[config.mk]
export PLATFORM = sky130hd
export DESIGN_NAME = sq_distance_pipe_nd
export DESIGN_NICKNAME = d
export VERILOG_FILES = /design/src/rtl/sq_distance_pipe_nd.sv
export SDC_FILE = /design/constraint.sdc
export NUM_CORES = 2
export LEC_CHECK = 0
export CAP_MARGIN = 20
export CORE_MARGIN = 10
export CORE_UTILIZATION = 30
export CTS_CLUSTER_DIAMETER = 60
export DETAILED_ROUTE_END_ITERATION = 10
export GPL_ROUTABILITY_DRIVEN = 0
export SLEW_MARGIN = 20
export SYNTH_ARGS = -nofsm -noshare
export SYNTH_HDL_FRONTEND = slang
export SYNTH_SLANG_ARGS = --single-unit
[constraint.sdc]
create_clock -name clk_in -period 11.6 [get_ports clk_in]
set_input_delay 1.16 -clock clk_in [delete_from_list [all_inputs] [get_ports clk_in]]
set_output_delay 1.16 -clock clk_in [all_outputs]
set_load 0.01 [all_outputs]
[src/rtl/sq_distance_pipe_nd.sv]
// sq_distance_pipe_nd
//   Fully pipelined DIM-dimensional distance engine. Each accepted beat carries
//   a query point, a vertex point, a metric select and an opaque tag. The result
//   is the squared-Euclidean (metric_sel_in=0) or Manhattan (metric_sel_in=1)
//   distance, computed exactly in signed fixed point. Stages: S1 register,
//   S2 per-lane difference, S3 per-lane square/abs, then LVL registered levels
//   of a zero-padded pairwise adder tree. All stages advance together under a
//   single global stall (adv) derived from the output handshake.
// Ports
//   clk_in, rst        : clock (rising edge), synchronous active-high reset
//   in_valid/in_ready  : input handshake, in_ready = !out_valid || out_ready
//   query_pos_in       : DIM signed coords, dim i at [i*WIDTH +: WIDTH]
//   vertex_pos_in      : DIM signed coords, same packing
//   metric_sel_in      : 0 = squared L2, 1 = L1
//   id_in              : tag returned with the result
//   out_valid/out_ready: output handshake
//   distance_out       : unsigned exact distance, OUT_W bits
//   id_out, metric_out : tag and metric select of the beat on distance_out
//   inflight_out       : number of occupied pipeline stages
module sq_distance_pipe_nd #(
  parameter int DIM   = 4,
  parameter int WIDTH = 16,
  parameter int ID_W  = 8,
  localparam int LVL   = (DIM > 1) ? $clog2(DIM) : 0,
  localparam int OUT_W = 2*WIDTH + 1 + LVL,
  localparam int LAT   = 3 + LVL,
  localparam int CNT_W = $clog2(LAT+1)
) (
  input  logic                 clk_in,
  input  logic                 rst,
  input  logic                 in_valid,
  output logic                 in_ready,
  input  logic [DIM*WIDTH-1:0] query_pos_in,
  input  logic [DIM*WIDTH-1:0] vertex_pos_in,
  input  logic                 metric_sel_in,
  input  logic [ID_W-1:0]      id_in,
  output logic                 out_valid,
  input  logic                 out_ready,
  output logic [OUT_W-1:0]     distance_out,
  output logic [ID_W-1:0]      id_out,
  output logic                 metric_out,
  output logic [CNT_W-1:0]     inflight_out
);

  localparam int NP = 1 << LVL;

  logic                    adv;
  logic                    accept;
  logic [NP*WIDTH-1:0]     qpad;
  logic [NP*WIDTH-1:0]     vpad;
  logic [LAT-1:0]          vld_q;
  logic [LAT-1:0]          met_q;
  logic [ID_W-1:0]         id_q  [LAT];
  logic signed [WIDTH-1:0] q1_q  [NP];
  logic signed [WIDTH-1:0] v1_q  [NP];
  logic signed [WIDTH:0]   d2_q  [NP];
  // tr_q[0] is the S3 term register; tr_q[l] for l>=1 is tree level l.
  // Lanes past the live width of a level are held at zero.
  logic [OUT_W-1:0]        tr_q  [LVL+1][NP];

  assign out_valid = vld_q[LAT-1];
  assign adv       = !out_valid || out_ready;
  assign in_ready  = adv;
  assign accept    = in_valid && adv;

  // Pad inputs to a power-of-two lane count; padded lanes are constant zero.
  assign qpad = (NP*WIDTH)'(query_pos_in);
  assign vpad = (NP*WIDTH)'(vertex_pos_in);

  // Per-lane term: d*d fits in 2*WIDTH+1 unsigned bits (max 2^(2*WIDTH)).
  function automatic logic [OUT_W-1:0] lane_term(input logic signed [WIDTH:0] d,
                                                 input logic l1);
    logic signed [2*WIDTH+1:0] d_ext;
    logic signed [2*WIDTH+1:0] prod;
    logic [WIDTH:0]            mag;
    d_ext = (2*WIDTH+2)'(d);
    prod  = d_ext * d_ext;
    mag   = d[WIDTH] ? $unsigned(-d) : $unsigned(d);
    return l1 ? OUT_W'(mag) : OUT_W'(prod[2*WIDTH:0]);
  endfunction

  always_ff @(posedge clk_in) begin
    if (rst) begin
      vld_q <= '0;
      met_q <= '0;
      for (int unsigned s = 0; s < LAT; s++) id_q[s] <= '0;
      for (int unsigned i = 0; i < NP; i++) begin
        q1_q[i] <= '0;
        v1_q[i] <= '0;
        d2_q[i] <= '0;
      end
      for (int unsigned l = 0; l <= LVL; l++)
        for (int unsigned j = 0; j < NP; j++) tr_q[l][j] <= '0;
    end else if (adv) begin
      vld_q <= {vld_q[LAT-2:0], accept};
      met_q <= {met_q[LAT-2:0], accept ? metric_sel_in : met_q[0]};
      // Stage-1 data only loads on an accepted beat so idle-bus X never enters.
      if (accept) begin
        id_q[0] <= id_in;
        for (int unsigned i = 0; i < NP; i++) begin
          q1_q[i] <= $signed(qpad[i*WIDTH +: WIDTH]);
          v1_q[i] <= $signed(vpad[i*WIDTH +: WIDTH]);
        end
      end
      for (int unsigned s = 1; s < LAT; s++) id_q[s] <= id_q[s-1];
      for (int unsigned i = 0; i < NP; i++) begin
        d2_q[i]    <= $signed({q1_q[i][WIDTH-1], q1_q[i]}) -
                      $signed({v1_q[i][WIDTH-1], v1_q[i]});
        tr_q[0][i] <= lane_term(d2_q[i], met_q[1]);
      end
      for (int unsigned l = 1; l <= LVL; l++)
        for (int unsigned j = 0; j < NP; j++)
          if (j < (NP >> l)) tr_q[l][j] <= tr_q[l-1][2*j] + tr_q[l-1][2*j+1];
          else               tr_q[l][j] <= '0;
    end
  end

  assign distance_out = tr_q[LVL][0];
  assign id_out       = id_q[LAT-1];
  assign metric_out   = met_q[LAT-1];

  always_comb begin
    inflight_out = '0;
    for (int unsigned s = 0; s < LAT; s++)
      if (vld_q[s]) inflight_out = inflight_out + CNT_W'(1);
  end

endmodule
-- Yosys cells after proc, flatten, opt, wreduce, memory -nomap -nowiden
Memory sizes are Yosys's and may differ from the RTL's.
Index checks and enable logic that the tools add are counted.
- add/subtract/negate cells: 15
- multipliers: 4
- muxes and demuxes: 51
- bitwise operators: 29
- reductions and logical operators: 4
- operator list (kind ; number):
    $mux W33 ; 10
    $mux W35 ; 6
    $mux W17 ; 8
    $mul A17 B17 Y33 ; 4
    $mux W16 ; 8
    $add A35 B35 Y35 ; 3
    $neg A17 Y17 ; 4
    $sub A16 B16 Y17 ; 4
    $mux W8 ; 5
    $or A1 B1 Y1 ; 29
    $add A3 B1 Y3 const B ; 4
    $mux W3 ; 4
    $mux W1 ; 10
    $reduce_and A2 Y1 ; 1
    $logic_and A1 B1 Y1 ; 1
    $logic_not A1 Y1 ; 1
    $logic_or A1 B1 Y1 ; 1
- bits in registers: 10
- RAM bits: 644
- input bits: 141
- memories kept: 5
- memory list (memory ; words ; bits a word ; read ports ; clocked after memory_dff ; write ports ; line ; source):
    tr_q ; 3 ; 136 ; 3 ; 0 ; 3 ; 59 ; logic [OUT_W-1:0] tr_q [LVL+1][NP];
    d2_q ; 4 ; 17 ; 4 ; 0 ; 4 ; 56 ; logic signed [WIDTH:0] d2_q [NP];
    q1_q ; 4 ; 16 ; 4 ; 0 ; 4 ; 54 ; logic signed [WIDTH-1:0] q1_q [NP];
    v1_q ; 4 ; 16 ; 4 ; 0 ; 4 ; 55 ; logic signed [WIDTH-1:0] v1_q [NP];
    id_q ; 5 ; 8 ; 5 ; 0 ; 5 ; 53 ; logic [ID_W-1:0] id_q [LAT];

-- Depth between registers and ports, before layout
- depth after elaboration: 9
- depth in mapped cells: 29
- mapped depth without buffers: 25

-- Least setup slack after synthesis
No wires, ideal clock.
- path type: input to register
- from: input port rst
- to: memory d2_q[0][0] (netlist bit) (enable)
- library setup time: 0.760 ns
- arrival: 9.173 ns
- data required time: 10.840 ns
- path slack: 1.667 ns
- stages on the path: 1
- buffers on the path: 0
- cells stage by stage: nand2b_1
- RTL lines (item ; line ; source):
    start, declared ; 30 ; input logic rst,
    end, declared ; 56 ;

==> impl_metrics.json <==
{
  "cts-resized-gates": 0,
  "rrSetupSlack_ps": 4270,
  "cts_tree": "built",
  "nets": 8380,
  "clkTransAtPathRegs_ps": 70,
  "max_cap_viol_count": 0,
  "synth_compound_area_share_pct": 7.702,
  "yosys_warnings": 0,
  "pre_cts_slack_ps": 4267,
  "synth_cell_types": 79,
  "syn_to_final_growth_pct": 10.45,
  "relSlewSlack_pct": 24.86,
  "die_h_um": 486.0,
  "reg2reg_depth": 22,
  "fmax_ghz": 0.1365,
  "synthSimpleGateAreaFrac_pct": 12.60,
  "crit_top_cell": "fa_1",
  "antenna_cells": 0,
  "die_w_um": 486.0,
  "crit_required_ps": 12070,
  "setup_tns_ps": 0,
  "wl_met1_mm": 65.93,
  "dp.cells": 9435,
  "multi_input_area_sq_um": 44120,
  "rr_startpoint": "d2_q[3][14]",
  "grt_use_total_pct": 13.66,
  "fin_area_sq_um": 71950,
  "holdPathStages": 2,
  "final_hold_viol_count": 0,
  "cts_made_buffers": 58,
  "cp-start-kind": "flop",
  "hold_end": "met_q[4]",
  "grt_pass1_wl_mm": 261.9,
  "crit_chain": "clkinv_1, nor2_1, ha_1, xor2_1, fa_1, fa_1, inv_1, fa_1, fa_1, inv_1, fa_1, inv_1, ha_1, a21o_1, a21oi_1, nor2b_1, a311o_1, a211oi_1, o21ai_1, a41o_1, xnor2_1, nor2_1",
  "post_dp_cell_area_sq_um": 69800,
  "ioPinCount": 190,
  "critPathArrivalTime_ps": 7790,
  "antenna_left": 0,
  "setup_viol": 0,
  "synthXorXnorAreaFrac_pct": 4.652,
  "cpPeakStageDelay_ps": 790,
  "avgViaCountPerCell": 4.645,
  "avgSynthCellArea_sq_um": 9.830,
  "hpwlAfterDp_mm": 130.5,
  "power_switching_mw": 10.66,
  "antenna_found_initial": 1,
  "vias": 44340,
  "syn_inst": 6627,
  "cpMaxStageDelayCell": "edfxtp_1",
  "pwr-share-clk_pct": 9.5,
  "power.internal_mw": 10.27,
  "final_layout_size_suffix_gt1_share_pct": 2.996,
  "min-delay-start": "met_q[3]",
  "dieArea_sq_um": 236200,
  "crit_type": "flop to flop",
  "skew_ps": 78.12,
  "first_global_vias": 48540,
  "seq_power_share_pct": 14.2,
  "top_layer_used": "met4",
  "synth_area_sq_um": 65140,
  "grt_max_degree": 167,
  "synth-seq-area-share_pct": 22.02,
  "muxShareOfSynthArea_pct": 0.2420,
  "mostFrequentLayoutCell": "inv_1",
  "power.density_nw_per_um2": 290.9,
  "fin_crit_ps": 7326,
  "clk_latency_ps": 720,
  "holdBufCountCts": 0,
  "final_cell_mix": "inv_1 (1465), fa_1 (1051), ha_1 (530)",
  "fin_crit_sh_pct": 63.15,
  "clock_sinks": 481,
  "rsz0062_at_grt": "no",
  "p_leak_nw": 35.61,
  "p_comb_share_pct": 76.3,
  "synth_top_family_by_area": "adder cells",
  "synthArstFlopShare_pct": 0,
  "coreArea_sq_um": 215300,
  "vdd_drop_max_uv": 308.9,
  "slew_violations": 0,
  "wl_met2_mm": 82.82,
  "synth_fa_ha_area_share_pct": 42.48,
  "hold_ws_ps": 453.1,
  "fin_total_pwr_mw": 20.93,
  "synth.net_count": 8349,
  "dr.pass1.iters": 6,
  "fin_util_pct": 33.43,
  "worstMarginPinSlew_ps": 1127,
  "endpoint_kind": "flop",
  "status": "finished clean",
  "drt-initial-drc-count": 2527,
  "ys_seq_elements": 481,
  "path_max_fanout": 12,
  "grt_overflow": 0,
  "cts_root_buf": "clkbuf_16",
  "core.rowCount": 170,
  "post_cts_buffers": 0,
  "routedWlPerCell_um": 16.92,
  "r2r-end": "tr_q[0][26]",
  "fillCellCount": 21940,
  "drc": 0,
  "worstSetupStartpoint": "d2_q[3][14]",
  "synth-main-ff-cell": "edfxtp_1",
  "start_util_pct": 30.26,
  "port-buffer-count": 189,
  "synth_edf_count": 471,
  "swShare_pct": 50.91,
  "htreeDepth": 2,
  "clock_path_buffers": 3,
  "setup_slack_ps": 4274,
  "min_path_type": "flop to flop",
  "seq_area_sq_um": 14350,
  "instances_no_fill": 9546,
  "dr_wl_met3_mm": 6.589,
  "finalWirelength_mm": 161.6
}
## kinds of logic (layout without fill, tap and decap cells)
group / count (synthesis) / in the layout
mux: 15 / 15
simple gates: 1692 / 1692
compound gates: 768 / 768
buf+inv: 1744 / 1825
xor+xnor: 346 / 346
fa+ha+maj: 1581 / 1581
flops: 481 / 481
## synthesized netlist by cell type, types with 129 or more instances
master	n	area share (%)
and3_1	152	1.5
xnor2_1	217	2.9
clkbuf_1	204	1.2
inv_1	1465	8.4
a21oi_1	230	1.8
fa_1	1051	32
nand2_1	469	2.7
xor2_1	129	1.7
ha_1	530	10
and2_1	241	2.3
nor2_1	456	2.6
edfxtp_1	471	22
## metal layers
layer  vias to the layer above  track usage [%]
li1                      20860                -
met1                     22290            16.50
met2                       914            24.92
met3                       276            1.622
met4                         0            4.833
met5                         -                0
## how the worst max path moves through the flow
stage             endpoint  slack, ps  depth (start not counted)
2_1_floorplan   d2_q[0][0]       1670                          1
3_3_place_gp   tr_q[0][64]       4420                         18
3_5_place_dp   tr_q[0][64]       4270                         18
4_1_cts        tr_q[0][64]       4240                         18
5_1_grt        tr_q[0][64]       3930                         18
6_report       tr_q[0][26]       4270                         22
## area by class of cell
cell class,count,area share [%]
Multi-Input combinational cell,4402,61.32
Timing Repair Buffer,229,3.095
Clock buffer,69,2.116
Sequential cell,481,19.94
Tap cell,2838,4.935
Inverter,1486,7.752
Clock inverter,41,0.8434
## sequential cells by signal, summed over array words and instances, names as in the netlist
register,flops
vld_q,5
v1_q,64
id_q,40
d2_q,68
q1_q,64
met_q,5
tr_q,235
## critical path: cells and delay by family, from the launching register on
kind / cells / cell delay, ps
compound gates: 6 / 1550
fa+ha+maj: 7 / 3170
simple gates: 3 / 480
buf+inv: 4 / 720
flops: 1 / 790
xor+xnor: 2 / 330
## power groups by stage
stage | Clock (mW) | Sequential [mW] | Combinational, mW
after floorplan | 0 | 2.74 | 11.9
after global placement | 0 | 3.00 | 15.7
after detailed placement | 0 | 3.00 | 15.9
after CTS | 2.04 | 2.97 | 16.1
after global routing | 2.10 | 3.00 | 18.1
final | 1.99 | 2.97 | 16.0
Power figures use the tool's default switching activity.
